## src/rtl/fix_pkg.sv

```systemverilog
// Shared types and constants for the FIX session scheduler.
package fix_pkg;

  // Per-session connection state.
  typedef enum logic [1:0] {
    IDLE       = 2'd0,
    WAIT_CONN  = 2'd1,
    LOGON_PEND = 2'd2,
    ACTIVE     = 2'd3
  } sess_state_t;

  // Outbound message type; TX_NONE is only seen while no request was ever issued.
  typedef enum logic [1:0] {
    TX_NONE   = 2'b00,
    LOGON     = 2'b01,
    HEARTBEAT = 2'b10
  } tx_type_t;

  // Outbound channel FSM state, kept as plain constants.
  typedef logic [1:0] tx_state_t;
  localparam tx_state_t TX_IDLE = 2'd0;
  localparam tx_state_t TX_REQ  = 2'd1;
  localparam tx_state_t TX_BUSY = 2'd2;

  // Heartbeat interval (clk cycles) in force after reset.
  localparam int HB_DEFAULT = 30;

endpackage

```

## src/rtl/fix_rr_arbiter.sv

```systemverilog
// Round-robin pick: first requesting host strictly after rr_ptr_i, wrapping.
module fix_rr_arbiter #(
  parameter int NUM_HOSTS = 8,
  parameter int ADDR_W    = 3
) (
  input  logic [NUM_HOSTS-1:0] req_i,
  input  logic [ADDR_W-1:0]    rr_ptr_i,
  output logic [ADDR_W-1:0]    grant_o,
  output logic                 any_grant_o
);

  logic [ADDR_W-1:0] cand;

  // Scan ptr+1 .. ptr+NUM_HOSTS (mod NUM_HOSTS); the last candidate is ptr itself.
  always_comb begin
    grant_o     = '0;
    any_grant_o = 1'b0;
    cand        = '0;
    for (int i = 1; i <= NUM_HOSTS; i++) begin
      cand = rr_ptr_i + ADDR_W'(i);
      if (!any_grant_o && req_i[cand]) begin
        grant_o     = cand;
        any_grant_o = 1'b1;
      end
    end
  end

endmodule

```

## src/rtl/fix_session_scheduler.sv

```systemverilog
// Initiator-side FIX session sequencer: per-session connection state, logon and
// heartbeat scheduling, and round-robin ownership of the single outbound channel.
module fix_session_scheduler #(
  parameter int NUM_HOSTS  = 8,
  parameter int ADDR_W     = 3,
  parameter int HB_W       = 16,
  parameter int HB_DEFAULT = fix_pkg::HB_DEFAULT
) (
  input  logic                 clk,
  input  logic                 reset,
  input  logic                 configure_i,
  input  logic [HB_W-1:0]      hb_interval_i,
  input  logic                 connect_i,
  input  logic [ADDR_W-1:0]    connect_to_addr_i,
  input  logic                 connected_i,
  input  logic                 disconnect_i,
  input  logic [ADDR_W-1:0]    connected_host_addr_i,
  output logic                 connect_req_o,
  output logic [ADDR_W-1:0]    connect_host_addr_o,
  output logic                 connect_err_o,
  output logic                 tx_req_o,
  output logic [1:0]           tx_type_o,
  output logic [ADDR_W-1:0]    tx_host_o,
  input  logic                 tx_ack_i,
  input  logic                 tx_done_i,
  output logic [NUM_HOSTS-1:0] sess_active_o
);

  import fix_pkg::*;

  sess_state_t          sess_q [NUM_HOSTS];
  logic [HB_W-1:0]      hb_cnt_q [NUM_HOSTS];
  logic [HB_W-1:0]      hb_interval_q;
  logic [NUM_HOSTS-1:0] logon_due_q;
  logic [NUM_HOSTS-1:0] hb_due_q;

  tx_state_t            tx_state_q;
  logic                 tx_abort_q;
  logic [ADDR_W-1:0]    rr_ptr_q;

  logic [NUM_HOSTS-1:0] disc_vec;
  logic [NUM_HOSTS-1:0] conn_vec;
  logic [NUM_HOSTS-1:0] up_vec;
  logic [NUM_HOSTS-1:0] load_vec;
  logic [NUM_HOSTS-1:0] logon_done_vec;
  logic [NUM_HOSTS-1:0] ack_logon_vec;
  logic [NUM_HOSTS-1:0] ack_hb_vec;
  logic [NUM_HOSTS-1:0] hb_expire_vec;
  logic [NUM_HOSTS-1:0] req_vec;

  logic                 tx_host_disc;
  logic                 tx_drop;
  logic                 tx_ack_ok;
  logic                 tx_done_ok;
  logic                 target_idle;
  logic [ADDR_W-1:0]    grant_idx;
  logic                 any_grant;

  // A disconnect of the host currently owning the channel changes how the FSM
  // treats ack/done; a done after such a disconnect must not touch session state.
  assign tx_host_disc = disconnect_i && (connected_host_addr_i == tx_host_o);
  assign tx_drop      = (tx_state_q == TX_REQ) && tx_host_disc;
  assign tx_ack_ok    = (tx_state_q == TX_REQ) && tx_ack_i && !tx_host_disc;
  assign tx_done_ok   = (tx_state_q == TX_BUSY) && tx_done_i && !tx_abort_q && !tx_host_disc;
  assign target_idle  = (sess_q[connect_to_addr_i] == IDLE);

  // Hosts being disconnected this cycle are not eligible for a grant.
  assign req_vec = (logon_due_q | hb_due_q) & ~disc_vec;

  fix_rr_arbiter #(
    .NUM_HOSTS (NUM_HOSTS),
    .ADDR_W    (ADDR_W)
  ) u_arb (
    .req_i       (req_vec),
    .rr_ptr_i    (rr_ptr_q),
    .grant_o     (grant_idx),
    .any_grant_o (any_grant)
  );

  // Decode the shared address buses and channel events into per-host strobes.
  always_comb begin
    disc_vec       = '0;
    conn_vec       = '0;
    up_vec         = '0;
    load_vec       = '0;
    logon_done_vec = '0;
    ack_logon_vec  = '0;
    ack_hb_vec     = '0;
    hb_expire_vec  = '0;
    sess_active_o  = '0;
    for (int h = 0; h < NUM_HOSTS; h++) begin
      disc_vec[h]       = disconnect_i && (connected_host_addr_i == ADDR_W'(h));
      conn_vec[h]       = connect_i && (connect_to_addr_i == ADDR_W'(h));
      up_vec[h]         = connected_i && (connected_host_addr_i == ADDR_W'(h));
      load_vec[h]       = tx_done_ok && (tx_host_o == ADDR_W'(h));
      logon_done_vec[h] = load_vec[h] && (tx_type_o == LOGON);
      ack_logon_vec[h]  = tx_ack_ok && (tx_host_o == ADDR_W'(h)) && (tx_type_o == LOGON);
      ack_hb_vec[h]     = tx_ack_ok && (tx_host_o == ADDR_W'(h)) && (tx_type_o == HEARTBEAT);
      hb_expire_vec[h]  = (sess_q[h] == ACTIVE) && (hb_cnt_q[h] == HB_W'(1)) && !load_vec[h];
      sess_active_o[h]  = (sess_q[h] == ACTIVE);
    end
  end

  // Session state machines; disconnect overrides every other event on that host.
  always_ff @(posedge clk or negedge reset) begin
    if (!reset) begin
      for (int h = 0; h < NUM_HOSTS; h++) begin
        sess_q[h] <= IDLE;
      end
    end else begin
      for (int h = 0; h < NUM_HOSTS; h++) begin
        if (disc_vec[h]) begin
          sess_q[h] <= IDLE;
        end else begin
          case (sess_q[h])
            IDLE:       if (conn_vec[h])       sess_q[h] <= WAIT_CONN;
            WAIT_CONN:  if (up_vec[h])         sess_q[h] <= LOGON_PEND;
            LOGON_PEND: if (logon_done_vec[h]) sess_q[h] <= ACTIVE;
            default:    ;
          endcase
        end
      end
    end
  end

  // Connect request / error pulses toward the TCP layer.
  always_ff @(posedge clk or negedge reset) begin
    if (!reset) begin
      connect_req_o       <= 1'b0;
      connect_err_o       <= 1'b0;
      connect_host_addr_o <= '0;
    end else begin
      connect_req_o <= connect_i && target_idle;
      connect_err_o <= connect_i && !target_idle;
      if (connect_i && target_idle) begin
        connect_host_addr_o <= connect_to_addr_i;
      end
    end
  end

  // Pending-message flags; a due flag is consumed when its request is acked.
  always_ff @(posedge clk or negedge reset) begin
    if (!reset) begin
      logon_due_q <= '0;
      hb_due_q    <= '0;
    end else begin
      for (int h = 0; h < NUM_HOSTS; h++) begin
        if (disc_vec[h]) begin
          logon_due_q[h] <= 1'b0;
          hb_due_q[h]    <= 1'b0;
        end else begin
          if (up_vec[h] && (sess_q[h] == WAIT_CONN)) begin
            logon_due_q[h] <= 1'b1;
          end else if (ack_logon_vec[h]) begin
            logon_due_q[h] <= 1'b0;
          end
          if (hb_expire_vec[h]) begin
            hb_due_q[h] <= 1'b1;
          end else if (ack_hb_vec[h]) begin
            hb_due_q[h] <= 1'b0;
          end
        end
      end
    end
  end

  // Heartbeat interval register; new values apply only at the next counter load.
  always_ff @(posedge clk or negedge reset) begin
    if (!reset) begin
      hb_interval_q <= HB_W'(HB_DEFAULT);
    end else if (configure_i) begin
      hb_interval_q <= hb_interval_i;
    end
  end

  // Heartbeat down-counters: reload on each completed message, count while ACTIVE, hold at 0.
  // They need no reset because every entry into ACTIVE goes through a reload.
  always_ff @(posedge clk) begin
    for (int h = 0; h < NUM_HOSTS; h++) begin
      if (load_vec[h]) begin
        hb_cnt_q[h] <= hb_interval_q;
      end else if ((sess_q[h] == ACTIVE) && (hb_cnt_q[h] != '0)) begin
        hb_cnt_q[h] <= hb_cnt_q[h] - 1'b1;
      end
    end
  end

  // Outbound channel FSM: arbitrate, hold request until ack, then wait for done.
  always_ff @(posedge clk or negedge reset) begin
    if (!reset) begin
      tx_state_q <= TX_IDLE;
      tx_req_o   <= 1'b0;
      tx_type_o  <= TX_NONE;
      tx_host_o  <= '0;
      tx_abort_q <= 1'b0;
      rr_ptr_q   <= ADDR_W'(NUM_HOSTS - 1);
    end else begin
      case (tx_state_q)
        TX_IDLE: begin
          if (any_grant) begin
            tx_req_o   <= 1'b1;
            tx_host_o  <= grant_idx;
            tx_type_o  <= logon_due_q[grant_idx] ? LOGON : HEARTBEAT;
            tx_state_q <= TX_REQ;
          end
        end
        TX_REQ: begin
          if (tx_drop) begin
            tx_req_o   <= 1'b0;
            tx_state_q <= TX_IDLE;
          end else if (tx_ack_i) begin
            tx_req_o   <= 1'b0;
            rr_ptr_q   <= tx_host_o;
            tx_abort_q <= 1'b0;
            tx_state_q <= TX_BUSY;
          end
        end
        TX_BUSY: begin
          if (tx_done_i) begin
            tx_abort_q <= 1'b0;
            tx_state_q <= TX_IDLE;
          end else if (tx_host_disc) begin
            tx_abort_q <= 1'b1;
          end
        end
        default: tx_state_q <= TX_IDLE;
      endcase
    end
  end

endmodule
```

## config.mk

```make
export PLATFORM = sky130hd
export DESIGN_NAME = fix_session_scheduler
export DESIGN_NICKNAME = d
export VERILOG_FILES = /design/src/rtl/fix_pkg.sv /design/src/rtl/fix_rr_arbiter.sv /design/src/rtl/fix_session_scheduler.sv
export SDC_FILE = /design/constraint.sdc
export NUM_CORES = 1
export LEC_CHECK = 0
export BUFFER_PORTS_ARGS = -buffer_cell sky130_fd_sc_hd__buf_2
export CAP_MARGIN = 20
export CORE_ASPECT_RATIO = 0.7
export CORE_MARGIN = 5
export CORE_UTILIZATION = 49
export DETAILED_ROUTE_END_ITERATION = 8
export HOLD_SLACK_MARGIN = 0.03
export PLACE_DENSITY = 0.69
export SYNTH_ARGS = -nofsm -noshare
export SYNTH_HDL_FRONTEND = slang
export SYNTH_SLANG_ARGS = --single-unit
```

## constraint.sdc

```tcl
create_clock -name clk -period 9.65 [get_ports clk]
set_clock_uncertainty 0.05 [all_clocks]
set_input_delay 0.4825 -clock clk [delete_from_list [all_inputs] [get_ports clk]]
set_output_delay 0.4825 -clock clk [all_outputs]
set_load 0.005 [all_outputs]
```

After elaboration in Yosys (flattened, before gate mapping)
Memory sizes are Yosys's and may differ from the RTL's.
Cells that the tools add are included.

operators by class
  reductions and logical operators = 190
  multiplexer cells = 187
  multiply operators = 0
  eq/ne operators = 88
  bitwise gates (word level) = 13
  div/mod/pow operators = 0
  shifts and indexed selects = 0
  order comparisons = 10
  add/subtract/negate cells = 15

operators with widths
  cell                                                 number
  == test 16 x 1 -> 1 bit (second input constant)      8
  two-way mux 16 bit                                   8
  nonzero test 16 bit                                  8
  subtractor 16 x 1 -> 16 bit (second input constant)  8
  logical AND 1 bit                                    112
  two-way mux 1 bit                                    111
  two-way mux 2 bit                                    39
  inequality test 3 bit (second input constant)        26
  case mux 2 bit (3 select lines)                      9
  nonzero test 3 bit                                   16
  == test 2 bit (second input constant)                18
  == test 3 bit (second input constant)                12
  < comparator 3 x 4 -> 1 bit (second input constant)  9
  AND reduction 4 bit                                  9
  nonzero test 4 bit                                   8
  binary-select mux 1 bit (select 3 bit)               9
  two-way mux 3 bit                                    8
  == test 2 x 1 -> 1 bit (second input constant)       10
  zero test 2 bit                                      10
  == test 3 x 2 -> 1 bit (second input constant)       6
  zero test 1 bit                                      18
  adder 3 bit (second input constant)                  4
  == test 3 x 1 -> 1 bit (second input constant)       3
  zero test 3 bit                                      3
  16 further kinds                                     31

word-level totals
  bits in latches = 0
  input port bits = 30
  word-level logic and storage cells = 538
  memory bits (read-only) = 0
  RAM bits = 128
  register bits after elaboration = 65
  memories = 1

memory list
  name      words  width  rd ports  clocked after Yosys merged registers in  write ports  RTL line                     RTL
  hb_cnt_q  8      16     8         0                                        8            fix_session_scheduler.sv:32  logic [HB_W-1:0] hb_cnt_q [NUM_HOSTS];

Longest topological paths before layout
  depth after elaboration = 31
  gate-level depth with buffers = 13

Cells and area by module
A second synthesis with hierarchy kept.

unflattened totals
  cells, all modules = 1182
  area, all modules = 13021.2 sq um

modules (own cells, without submodules)
  module                 seq. area each (sq um)  cells an instance  area an instance (sq um)  times used
  fix_session_scheduler  5479.0                  1089               12235.5                   1
  fix_rr_arbiter         0.0                     93                 785.8                     1

Worst setup path before layout
Ideal clock, no wire load.

  path type = reg-to-reg
  from = register rr_ptr_q[0]
  to = register tx_type_o[0]
  buffers on the path = 1
  setup slack = 5636 ps
  clock period less this slack = 4014 ps
  data arrival time = 3840 ps
  required time = 9476 ps
  cell stages (with the launch flop) = 13
  cell sequence = dfstp_2 buf_2 clkinv_1 ha_1 xnor2_1 mux4_2 o211ai_1 o21bai_1 and3b_1 a311oi_2 mux2_2 a22o_1 a211o_1

between the ends
  longest elaborated chain between the ends = 28
  elaborated cells on any way between the ends = 57
  those cells by class = add/sub: 7; mux: 35; reduce/logical: 15

RTL lines
  element                                  RTL line                      RTL
  from (decl)                              fix_session_scheduler.sv:39   logic [ADDR_W-1:0] rr_ptr_q;
  from (signal assigned)                   fix_session_scheduler.sv:196  rr_ptr_q <= ADDR_W'(NUM_HOSTS - 1);
  from (signal assigned)                   fix_session_scheduler.sv:213  rr_ptr_q <= tx_host_o;
  adder 3 x 1 -> 3 bit                     fix_rr_arbiter.sv:20          cand = rr_ptr_i + ADDR_W'(i);
  binary-select mux 1 bit (select 3 bit)   fix_rr_arbiter.sv:21          if (!any_grant_o && req_i[cand]) begin
  two-way mux 1 bit (not written as such)  fix_rr_arbiter.sv:21
  two-way mux 1 bit                        fix_rr_arbiter.sv:21
  zero test 1 bit                          fix_rr_arbiter.sv:21
  logical AND 1 bit                        fix_rr_arbiter.sv:21
  two-way mux 1 bit                        fix_rr_arbiter.sv:21
  zero test 1 bit                          fix_rr_arbiter.sv:21
  [12 not listed]                          -
  logical AND 1 bit                        fix_rr_arbiter.sv:21
  two-way mux 1 bit                        fix_rr_arbiter.sv:21
  zero test 1 bit                          fix_rr_arbiter.sv:21
  logical AND 1 bit                        fix_rr_arbiter.sv:21
  two-way mux 3 bit                        fix_rr_arbiter.sv:21
  binary-select mux 1 bit (select 3 bit)   fix_session_scheduler.sv:203  tx_type_o <= logon_due_q[grant_idx] ? LOGON : HEARTBEAT;
  two-way mux 1 bit (not written as such)  fix_session_scheduler.sv:203
  two-way mux 2 bit                        fix_session_scheduler.sv:203
  to (signal assigned)                     fix_session_scheduler.sv:203
  to (decl)                                fix_session_scheduler.sv:22   output logic [1:0] tx_type_o,

Parallel ways exist; a longest one is shown, timed or not. The select of a mux whose other input is x is not followed.
A chain may end at the register's enable or synchronous reset.

Final worst setup path
Same ends and word-level chain as after synthesis.

==> results.sh <==
export IMPL_status="finished clean"
export IMPL_powerDensity_mw_per_mm2=328.6
export IMPL_peakVddDrop_uv=164.3
export IMPL_first_pass_iters=6
export IMPL_clockBufferDepth=2
export IMPL_total_power_mw=4.440
export IMPL_async_flop_share_pct=33.68
export IMPL_hold_class="in -> async"
export IMPL_numCtsBuffers=17
export IMPL_synth_nets=1450
export IMPL_antenna_found_initial=0
export IMPL_setup_viol=0
export IMPL_dp_hpwl_mm=23.76
export IMPL_grt_pass1_wl_mm=51.74
export IMPL_ctsHoldBuffers=0
export IMPL_clk_pin_slew_ns=0.08
export IMPL_synth_cells=1362
export IMPL_clkSinkCount=193
export IMPL_placed_cells=1675
export IMPL_syn_avg_cell_area_um2=9.171
export IMPL_ys_seq_area_share_pct=43.86
export IMPL_grt_overflow=0
export IMPL_worstPathRequired_ns=9.92
export IMPL_synth_seq_cells=193
export IMPL_port_buffers=48
export IMPL_finalHoldViolations=0
export IMPL_nets=1458
export IMPL_synth_edff_count=128
export IMPL_place_gp_congestion=0.9113
export IMPL_io_pins=49
export IMPL_yosys_top_cells_count="205 x nand2_1, 164 x o21ai_0, 128 x edfxtp_1"
export IMPL_avgRoutedWirePerCell_um=19.54
export IMPL_cp_end_kind="flip-flop"
export IMPL_fin_crit_sh_pct=53.00
export IMPL_grt_setup_unrepaired="false"
export IMPL_vias=10140
export IMPL_first_iter_violations=855
export IMPL_worst_slew_pin_slew_ns=1.055
export IMPL_drv_slew=0
export IMPL_synth_area_leader_cell="edfxtp_1"
export IMPL_rrSetupSlack_ns=4.54
export IMPL_finalNonFillerCells=1708
export IMPL_max_clock_freq_mhz=195.5
export IMPL_netlist_area_mm2=0.01249
export IMPL_fp_dieW_um=200.8
export IMPL_syn2layout_area_growth_pct=8.194
export IMPL_timing_rr_end="tx_type_o[0]"
export IMPL_cts_resized=0
export IMPL_synth_top_area_share_pct=30.77
export IMPL_synth_area_top_cells="edfxtp_1 31%, dfrtp_1 12%, o21ai_0 6.6%"
export IMPL_routed_via_density=5.939
export IMPL_post_route_min_period_ns=5.114
export IMPL_worst_hold_slack_ns=0.08546
export IMPL_synthFlopType="edfxtp_1"
export IMPL_tns_ns=0
export IMPL_place_ws_ns=4.654
export IMPL_clock_latency_ns=0.44
export IMPL_grt_max_degree=66
export IMPL_layout_drive_gt1_share_pct=9.617
export IMPL_drc=0
export IMPL_yosysUniqueCellTypes=69
export IMPL_drv_cap=0
export IMPL_start_kind="flip-flop"
export IMPL_cts_htree_levels=4
export IMPL_ant_nets=0
export IMPL_p_leak_nw=5.065
export IMPL_grt_pass1_vias=9275
export IMPL_die_area_mm2=0.02884
export IMPL_reg2reg_from="rr_ptr_q[0]"
export IMPL_yosys_warnings=0
export IMPL_cts_tree="built"
export IMPL_start_util_pct=50.24
export IMPL_critical_path_class="reg -> reg"
export IMPL_r2r_cells=11
export IMPL_fp_coreArea_mm2=0.02486
export IMPL_cts_root_buffer="clkbuf_16"
export IMPL_synth_most_common_cell="nand2_1"
export IMPL_track_usage_pct=22.90
export IMPL_wirelength_mm=33.38
export IMPL_critPathArrivalTime_ns=5.39
export IMPL_fp_dieH_um=143.6
export IMPL_post_cts_setup_buffer_count=0
export IMPL_n_antenna_cell=0
export IMPL_rows=48
export IMPL_slew_headroom_pct=29.47
export IMPL_crit_fanout=29
export IMPL_fin_ws_ns=4.536
-- cells by family (layout without fill, tap and decap cells) --
| logic type | after synthesis | after routing | synth area share, % |
|---|---|---|---|
| AO/OA/AOI/OAI | 289 | 289 | 13.36 |
| flip-flops | 193 | 193 | 43.86 |
| XOR/XNOR | 113 | 113 | 7.923 |
| buffers and inverters | 117 | 138 | 3.776 |
| AND/OR/NAND/NOR | 553 | 553 | 21.21 |
| multiplexers | 39 | 39 | 4.057 |
| adder cells (fa/ha/maj) | 58 | 58 | 5.810 |
-- how the worst max path moves through the flow --
stage                startpoint      endpoint
floorplan           rr_ptr_q[0]  tx_type_o[0]
global placement    rr_ptr_q[0]  tx_type_o[0]
detailed placement  rr_ptr_q[0]  tx_type_o[0]
CTS                 rr_ptr_q[0]  tx_type_o[0]
global route        rr_ptr_q[0]  tx_type_o[0]
finish              rr_ptr_q[0]  tx_type_o[0]
-- critical path, stage by stage (launching register included) --
cell and delay, ns:
dfstp_2 0.90, clkinv_1 0.41, ha_1 0.43, xnor2_1 0.52, mux4_2 0.64, o211ai_1 0.51
o21bai_1 0.11, and3b_1 0.19, a311oi_2 0.41, mux2_2 0.39, a22o_1 0.22, a211o_1 0.22
-- sequential cells by signal, summed over array words and instances (netlist names) --
| name | cells |
|---|---|
| connect_err_o | 1 |
| connect_req_o | 1 |
| tx_state_q | 2 |
| sess_q | 16 |
| logon_due_q | 8 |
| tx_host_o | 3 |
| hb_interval_q | 16 |
| tx_abort_q | 1 |
| rr_ptr_q | 3 |
| tx_req_o | 1 |
| hb_cnt_q | 128 |
| connect_host_addr_o | 3 |
| hb_due_q | 8 |
| tx_type_o | 2 |
-- cell type report --
type                    count  area [um2]
fillers                  2254       11350
multi-input cells        1052        6549
flip-flops and latches    193        5479
clock buffers              22       485.5
well taps                 325       406.6
repair buffers             56       310.3
inverters                  50       187.7
clock inverters            10       96.34
-- routing by layer --
layer	part of all wire [%]	track usage [%]	vias up
met5	0	0	-
met4	1.3	4.488	0
met3	8.2	6.564	30
met2	42	33.61	344
met1	49	34.15	4876
li1	-	-	4893
-- placed cells by master (no fill, tap or decap), types with 5 or more instances in the layout --
master,n
mux2_2,23
a31oi_1,12
or2_1,5
nor4_1,36
clkbuf_16,18
ha_1,58
mux4_2,7
and2_1,5
nand2_1,205
or3_1,7
a21oi_1,48
o21a_1,7
nand3_1,41
a22oi_1,6
edfxtp_1,128
inv_1,48
dfrtp_1,58
o21ai_0,164
mux2i_1,9
o31ai_1,11
nand3b_1,5
nor2b_1,16
or4_1,13
a21o_1,6
nor3_1,68
o32ai_1,5
dfstp_2,7
nand2b_1,14
buf_2,47
xnor2_1,81
nand4_1,15
nor2_1,100
xor2_1,32
buf_4,8
-- report_power, final --
part / leakage [nW] / switching, mW / internal, mW
Combinational: 2.79 / 1.20 / 0.787
Sequential: 1.99 / 0.384 / 1.35
Clock: 0.285 / 0.330 / 0.388
-- metrics by stage --
step	instance area (um2)	utilization, %
floorplan	12490	-
global placement	12920	51.95
detailed placement	12920	51.95
CTS	13500	54.29
global route	13510	54.35
finish	13510	54.35
No activity file was read; power rests on OpenSTA's default activity.
